### src/rtl/gf180mcu_osu_sc_12t_clkdiv_inv.sv
// Programmable registered clock divider: Y = CLK/(2*(div_act+1)) with selectable
// polarity, glitch-free stop, and reconfiguration deferred to the high->low wrap.
module gf180mcu_osu_sc_12t_clkdiv_inv #(
   parameter int DIV_W       = 8,
   parameter bit INV_DEFAULT = 1'b0
) (
   input  logic             CLK,
   input  logic             RST,
   input  logic             EN,
   input  logic [DIV_W-1:0] DIV,
   input  logic             INV,
   input  logic             LOAD,
   output logic             Y,
   output logic             TICK,
   output logic             BUSY,
   output logic             ACK,
   output logic [1:0]       state_dbg
);

   // Config handshake: LOAD is a one-cycle strobe that is always accepted (no
   // ready). BUSY is high while a captured value waits for the next wrap, and
   // ACK pulses for one cycle in the cycle after it becomes active.
   typedef enum logic [1:0] {
      IDLE     = 2'd0,
      RUN      = 2'd1,
      STOPPING = 2'd2
   } state_t;

   state_t           state;
   logic [DIV_W-1:0] cnt;
   logic [DIV_W-1:0] div_act;
   logic [DIV_W-1:0] pend_div;
   logic             phase;
   logic             inv_act;
   logic             pend_inv;

   logic             at_end;
   logic             stop_now;
   logic             counting;
   logic             wrap;
   logic             apply;
   logic             nxt_phase;
   logic             nxt_inv;

   assign state_dbg = state;

   always_comb begin
      at_end    = (cnt == div_act);
      stop_now  = (state == RUN) && !EN && !phase;
      counting  = (state != IDLE) && !stop_now;
      wrap      = counting && phase && at_end;
      // A LOAD on the wrap edge replaces the pending value instead of applying it.
      apply     = wrap && BUSY && !LOAD;
      nxt_phase = 1'b0;
      if (counting) begin
         nxt_phase = at_end ? ~phase : phase;
      end
      nxt_inv = inv_act;
      if ((state == IDLE) && LOAD) begin
         nxt_inv = INV;
      end else if (apply) begin
         nxt_inv = pend_inv;
      end
   end

   always_ff @(posedge CLK) begin
      if (RST) begin
         state    <= IDLE;
         cnt      <= '0;
         phase    <= 1'b0;
         div_act  <= '0;
         inv_act  <= INV_DEFAULT;
         pend_div <= '0;
         pend_inv <= INV_DEFAULT;
         Y        <= INV_DEFAULT;
         TICK     <= 1'b0;
         BUSY     <= 1'b0;
         ACK      <= 1'b0;
      end else begin
         TICK    <= wrap;
         ACK     <= apply || ((state == IDLE) && LOAD);
         phase   <= nxt_phase;
         inv_act <= nxt_inv;
         // Polarity change at a wrap leaves Y steady, stretching the half.
         Y       <= nxt_phase ^ nxt_inv;
         case (state)
            IDLE: begin
               cnt <= '0;
               if (LOAD) begin
                  div_act <= DIV;
                  BUSY    <= 1'b0;
               end
               if (EN) begin
                  state <= RUN;
               end
            end
            default: begin
               if (stop_now) begin
                  state <= IDLE;
                  cnt   <= '0;
               end else begin
                  cnt <= at_end ? '0 : cnt + 1'b1;
                  if (wrap) begin
                     state <= EN ? RUN : IDLE;
                  end else begin
                     state <= EN ? RUN : STOPPING;
                  end
                  if (apply) begin
                     div_act <= pend_div;
                     BUSY    <= 1'b0;
                  end
               end
               if (LOAD) begin
                  pend_div <= DIV;
                  pend_inv <= INV;
                  BUSY     <= 1'b1;
               end
            end
         endcase
      end
   end

endmodule

### config.mk
export PLATFORM = sky130hd
export DESIGN_NAME = gf180mcu_osu_sc_12t_clkdiv_inv
export DESIGN_NICKNAME = d
export VERILOG_FILES = /design/src/rtl/gf180mcu_osu_sc_12t_clkdiv_inv.sv
export SDC_FILE = /design/constraint.sdc
export NUM_CORES = 1
export LEC_CHECK = 0
export ABC_AREA = 1
export BUFFER_PORTS_ARGS = -buffer_cell sky130_fd_sc_hd__buf_2
export CAP_MARGIN = 20
export CORE_MARGIN = 1.5
export CORE_UTILIZATION = 50
export CTS_CLUSTER_DIAMETER = 80
export DETAILED_ROUTE_END_ITERATION = 8
export HOLD_SLACK_MARGIN = 0.08
export MAX_ROUTING_LAYER = met4
export PLACE_DENSITY = 0.67
export SETUP_SLACK_MARGIN = 0.4
export SLEW_MARGIN = 10
export SYNTH_ARGS = -nofsm -noshare
export SYNTH_HDL_FRONTEND = slang
export SYNTH_SLANG_ARGS = --single-unit
### constraint.sdc
create_clock -name CLK -period 3.4 [get_ports CLK]
set_input_delay 0.34 -clock CLK [delete_from_list [all_inputs] [get_ports CLK]]
set_output_delay 0.34 -clock CLK [all_outputs]
set_load 0.02 [all_outputs]
# Word level (Yosys, flattened, before mapping)
# Cells that the tools add are included.
# totals
ff_bits	33
input_bits	13
output_inout_bits	6
wordCells	61
# classes
add_sub_neg	1
n_eq_ne	6
n_mux	19
bitwise_logic	3
n_reduce_logical	21
# op_table
op	n
$mux 8	4
$mux 1	10
$mux 2	5
$add 8x1->8 const B	1
$eq 8x8->1	1
$logic_and 1x1->1	8
$ne 2x2->1 const B	3
$reduce_and 3->1	2
$reduce_bool 2->1	3
$logic_not 1->1	4
$reduce_or 4->1	1
$eq 2x1->1 const B	1
$logic_not 2->1	1
$ne 2x1->1 const B	1
$not 1->1	2
$reduce_and 2->1	1
$logic_or 1x1->1	1
$xor 1x1->1	1

# Depth between registers and ports, before layout
# depth
word_depth	13
ltp_mapped	13
depth_no_buf	13

# Worst setup path after synthesis
# OpenSTA, ideal clock, no wires.
# synth_path
path_kind	register -> register
from	register state[1], in the netlist state_dbg[1]
to	register pend_div[0]
setup_ps	116
arrival_ps	1346
t_required_ps	3284
setup_slack_ps	1938
stages_incl_launch_ff	8
n_path_buf	2
synth_period_minus_slack_ps	1462
cell_sequence	dfxtp_1 > nor2_1 > buf_4 > nor2_1 > inv_1 > buf_2 > nor2_1 > nor2_1
# synth_via
elab_chain_len	3
# synth_lines
item	line	source
start: declaration	29	state_t state;
start signal: assignment	104	state <= EN ? RUN : IDLE;
start signal: assignment	106	state <= EN ? RUN : STOPPING;
$logic_not 2->1	86	case (state)
$not 1->1 (no line)	-	
$reduce_and 2->1 (no line)	-	
end signal: assignment	73	pend_div <= '0;
end signal: assignment	114	pend_div <= DIV;
end: declaration	32	logic [DIV_W-1:0] pend_div;
# No other way between the ends.
# A chain may end at the register's enable or synchronous reset.

# Worst setup path in the final report
# layout_path
from	register state[1], in the netlist state_dbg[1]
to	register div_act[0]
# layout_via
elab_chain_len	11
elab_cells_between_ends	16
cone_classes	eq/ne: 3; mux: 1; reduce/logical: 12
# layout_lines
item	line	source
$eq 2x1->1	49	stop_now = (state == RUN) && !EN && !phase;
$logic_and 1x1->1 (2 in series)	49	
$logic_not 1->1	50	counting = (state != IDLE) && !stop_now;
$logic_and 1x1->1	50	
$logic_and 1x1->1 (2 in series)	51	wrap = counting && phase && at_end;
$logic_and 1x1->1 (2 in series)	53	apply = wrap && BUSY && !LOAD;
$reduce_bool 2->1 (no line)	-	
$reduce_and 3->1 (no line)	-	
end signal: assignment	109	div_act <= pend_div;
end: declaration	31	logic [DIV_W-1:0] div_act;
# Parallel ways exist; a longest one is shown, timed or not.

==> impl_summary.log <==
INFO  metric run_status = finished clean
INFO  metric cellLeakagePower = roughly 0.74 nW
INFO  metric cellPowerDensity = around 450 nW/um^2
INFO  metric timing.critical_path.to_type = register
INFO  metric syn-cell-area = between 1500 and 2000 sq um
INFO  metric gr-usage-all-layers = 0.191
INFO  metric cts_sinks = 33
INFO  metric critPathLaunchType = register
INFO  metric final_hold_vios = 0
INFO  metric clk_latency = 0.33 ns
INFO  metric grt_pass1_vias = between 1000 and 1500
INFO  metric combPwrFrac = 0.136
INFO  metric p_clk_frac = 0.304
INFO  metric cp.required = 3.66 ns
INFO  metric power_frac_seq = 0.560
INFO  metric dp.final_hpwl = around 2100 um
INFO  metric cts_tree = built
INFO  metric grt_antenna_before_repair = 0
INFO  metric clkSlewWorstSetupHoldPaths = ~0.10 ns
INFO  metric synth_top_cell_area_share = 0.434
INFO  metric ys_types = 26
INFO  metric die_y = a little under 60 um
INFO  metric cp.arrival = around 2.1 ns
INFO  metric total_cts_buffers = 5
INFO  metric mappedNetlistNets = 228
INFO  metric ys.warnings.count = 0
INFO  metric synth_area_per_cell = just over 7 sq um
INFO  metric register_area = 661 sq um
INFO  metric detail_route.first_pass.iterations = 4
INFO  metric synth_area_leaders = sky130_fd_sc_hd__dfxtp_1 (43%), sky130_fd_sc_hd__nand2_1 (13%), sky130_fd_sc_hd__nor2_1 (8.9%), sky130_fd_sc_hd__inv_1 (6.7%), sky130_fd_sc_hd__o21ai_0 (4.9%)
INFO  metric multiInputGateArea = about 700 sq um
INFO  metric post_cts_hold_buffer_count = 0
INFO  metric max_freq = 0.540 GHz
INFO  metric place_worst_setup_slack = 1.55 ns
INFO  metric syn-instance-count = ~210
INFO  metric core_region_area = about 2800 sq um
INFO  metric die_area = about 3400 sq um
INFO  metric final_util = 0.589
INFO  metric fill_cells = between 200 and 300
INFO  metric setup-violations-final = 0
INFO  metric maximum_capacitance_violations = 0
INFO  metric ys_ff_latch = 33
INFO  metric intPower = around 0.00054 W
INFO  metric ant_nets = 0
INFO  metric setup_slack = between 1.5 and 2 ns
INFO  metric clk_root_buffer_cell = sky130_fd_sc_hd__clkbuf_4
INFO  metric ctsLongestPathBuffers = 2
INFO  metric switching_share = 0.278
INFO  metric highest_ir_drop_seen_on_vdd = 0.280 mV
INFO  metric synth_sequential_area_ratio = 0.434
INFO  metric tightest_slew = between 0.7 and 0.8 ns
INFO  metric maxSlewViolCount = 0
INFO  metric maximum_net_fanout_on_the_critical_path = 16
INFO  metric critical_path_class = register to register
INFO  metric worst_relative_slew_slack = 0.520
INFO  metric clock-skew-final = between 0.008 and 0.009 ns
INFO  metric final_weighted_congestion_of_routability_driven_global_placement = 0.794
INFO  metric yosys.area.top_type = sky130_fd_sc_hd__dfxtp_1
INFO  metric drc_errors = 0
INFO  metric final_net_count = 248
INFO  metric post-cts-setup-buffer-count = 0
INFO  metric site_row_count = 19
INFO  metric wl = 2810 um
INFO  metric grt_max_degree = 19
INFO  metric post-route-period-util = 0.545
INFO  metric vias_per_cell = just under 5
INFO  metric io_pins = 19
INFO  metric areaGrowthSynthToFinish = 9.46%
INFO  metric postCtsResizedCells = 0
INFO  metric class_of_the_tightest_hold_or_removal_check = input pin to register
INFO  metric fp.dieW = between 50 and 60 um
INFO  metric wl_per_cell = between 10 and 15 um
INFO  metric rsz0062_at_grt = no
INFO  metric drt_first_iter_violations = 36
INFO  metric grt.overflow.total = 0
INFO  metric antenna_cells = 0
INFO  metric clock_tree.htree_level_count = 2
INFO  metric post_route_cells_drive_above_1_share = 0.175
INFO  metric fin_setup_tns = 0 ns
INFO  metric grt_first_pass_wirelength = 4810 um
INFO  metric route.vias.total = roughly 1300
INFO  metric switching_component_of_the_power = 0.000207 W
INFO  metric floorplan.initialDensity = 0.538
INFO  metric number_of_port_buffers = 18
INFO  metric finalWorstPathRequiredPeriod = between 1.5 and 2 ns
[flip-flops by register name, summed over array words and instances, names as in the netlist]
register and cells:
state_dbg 2, ACK 1, phase 1, BUSY 1, pend_inv 1, pend_div 8, Y 1, inv_act 1
div_act 8, cnt 8, TICK 1
[synthesized netlist by cell type, drive strengths merged]
library cell  number
a21oi              6
o21ai             18
ha                 1
nand2             57
a31oi              9
nor4               1
dfxtp             33
nor2              40
nor3               4
buf                5
nand4              1
inv               31
nand3              4
nor3b              2
xor2               2
[worst paths after layout]
kind,startpoint,slack [ns],end,cells past startpoint
max,state_dbg[1],1.55,div_act[0],7
min,DIV[2],0.26,pend_div[2],3
max reg2reg,state_dbg[1],1.55,div_act[0],7
min reg2reg,cnt[0],0.48,cnt[0],1
[per-layer routing]
metal	wire length (um)	share of wire	track usage
met5	0	0	-
met4	14	0.0050	0.0664
met3	143	0.051	0.0804
met2	1240	0.44	0.281
met1	1410	0.50	0.236
[through the flow]
stage                     power [W]  hold slack (ns)  instance area, sq um  std cells
final                      0.000746            0.257                  1670        265
after global routing       0.000789            0.226                  1670        265
after CTS                  0.000753            0.240                  1670        265
after detailed placement   0.000528            0.457                  1610        258
after global placement     0.000525            0.455                  1610        258
after floorplan            0.000507            0.430                  1520        214
[power by group through the flow]
| stage | combinational [W] | sequential, W | clock, W |
|---|---|---|---|
| after floorplan | 0.0000789 | 0.000428 | 0 |
| after global placement | 0.0000983 | 0.000426 | 0 |
| after detailed placement | 0.000102 | 0.000427 | 0 |
| after CTS | 0.000102 | 0.000418 | 0.000233 |
| after global routing | 0.000115 | 0.000421 | 0.000253 |
| final | 0.000101 | 0.000418 | 0.000227 |
[cells in the final DEF (no fill, tap or decap), drive strengths merged, types with 2 or more instances in the layout]
master / synthesis / final
a21oi: 6 / 6
a31oi: 9 / 9
buf: 5 / 18
clkbuf: 0 / 6
dfxtp: 33 / 33
inv: 31 / 31
nand2: 57 / 57
nand3: 4 / 4
nor2: 40 / 40
nor3: 4 / 4
nor3b: 2 / 2
o21ai: 18 / 18
xor2: 2 / 2
[area by class of cell]
type / instances / area share
multi-input combinational: 145 / 0.421
sequential: 33 / 0.397
inverter: 31 / 0.0699
timing repair buffer: 18 / 0.0541
clock buffer: 6 / 0.0308
tap: 31 / 0.0233
clock inverter: 1 / 0.00451
[critical path, stage by stage (launching register included)]
cell and delay, ns:
sky130_fd_sc_hd__dfxtp_1 0.33, sky130_fd_sc_hd__nor2_1 0.56, sky130_fd_sc_hd__inv_2 0.19, sky130_fd_sc_hd__nor2_1 0.17
sky130_fd_sc_hd__inv_1 0.11, sky130_fd_sc_hd__nand2_4 0.16, sky130_fd_sc_hd__o21ai_0 0.10, sky130_fd_sc_hd__a31oi_1 0.16
[cells by family (layout without fill, tap and decap cells)]
kind of cell | count (synthesis) | count (layout) | synth area share
compound gates | 33 | 33 | 0.124
xor+xnor | 2 | 2 | 0.0115
fa+ha+maj | 1 | 1 | 0.00822
buf+inv | 36 | 56 | 0.105
flops | 33 | 33 | 0.434
simple gates | 109 | 109 | 0.317
Power figures use the tool's default switching activity.
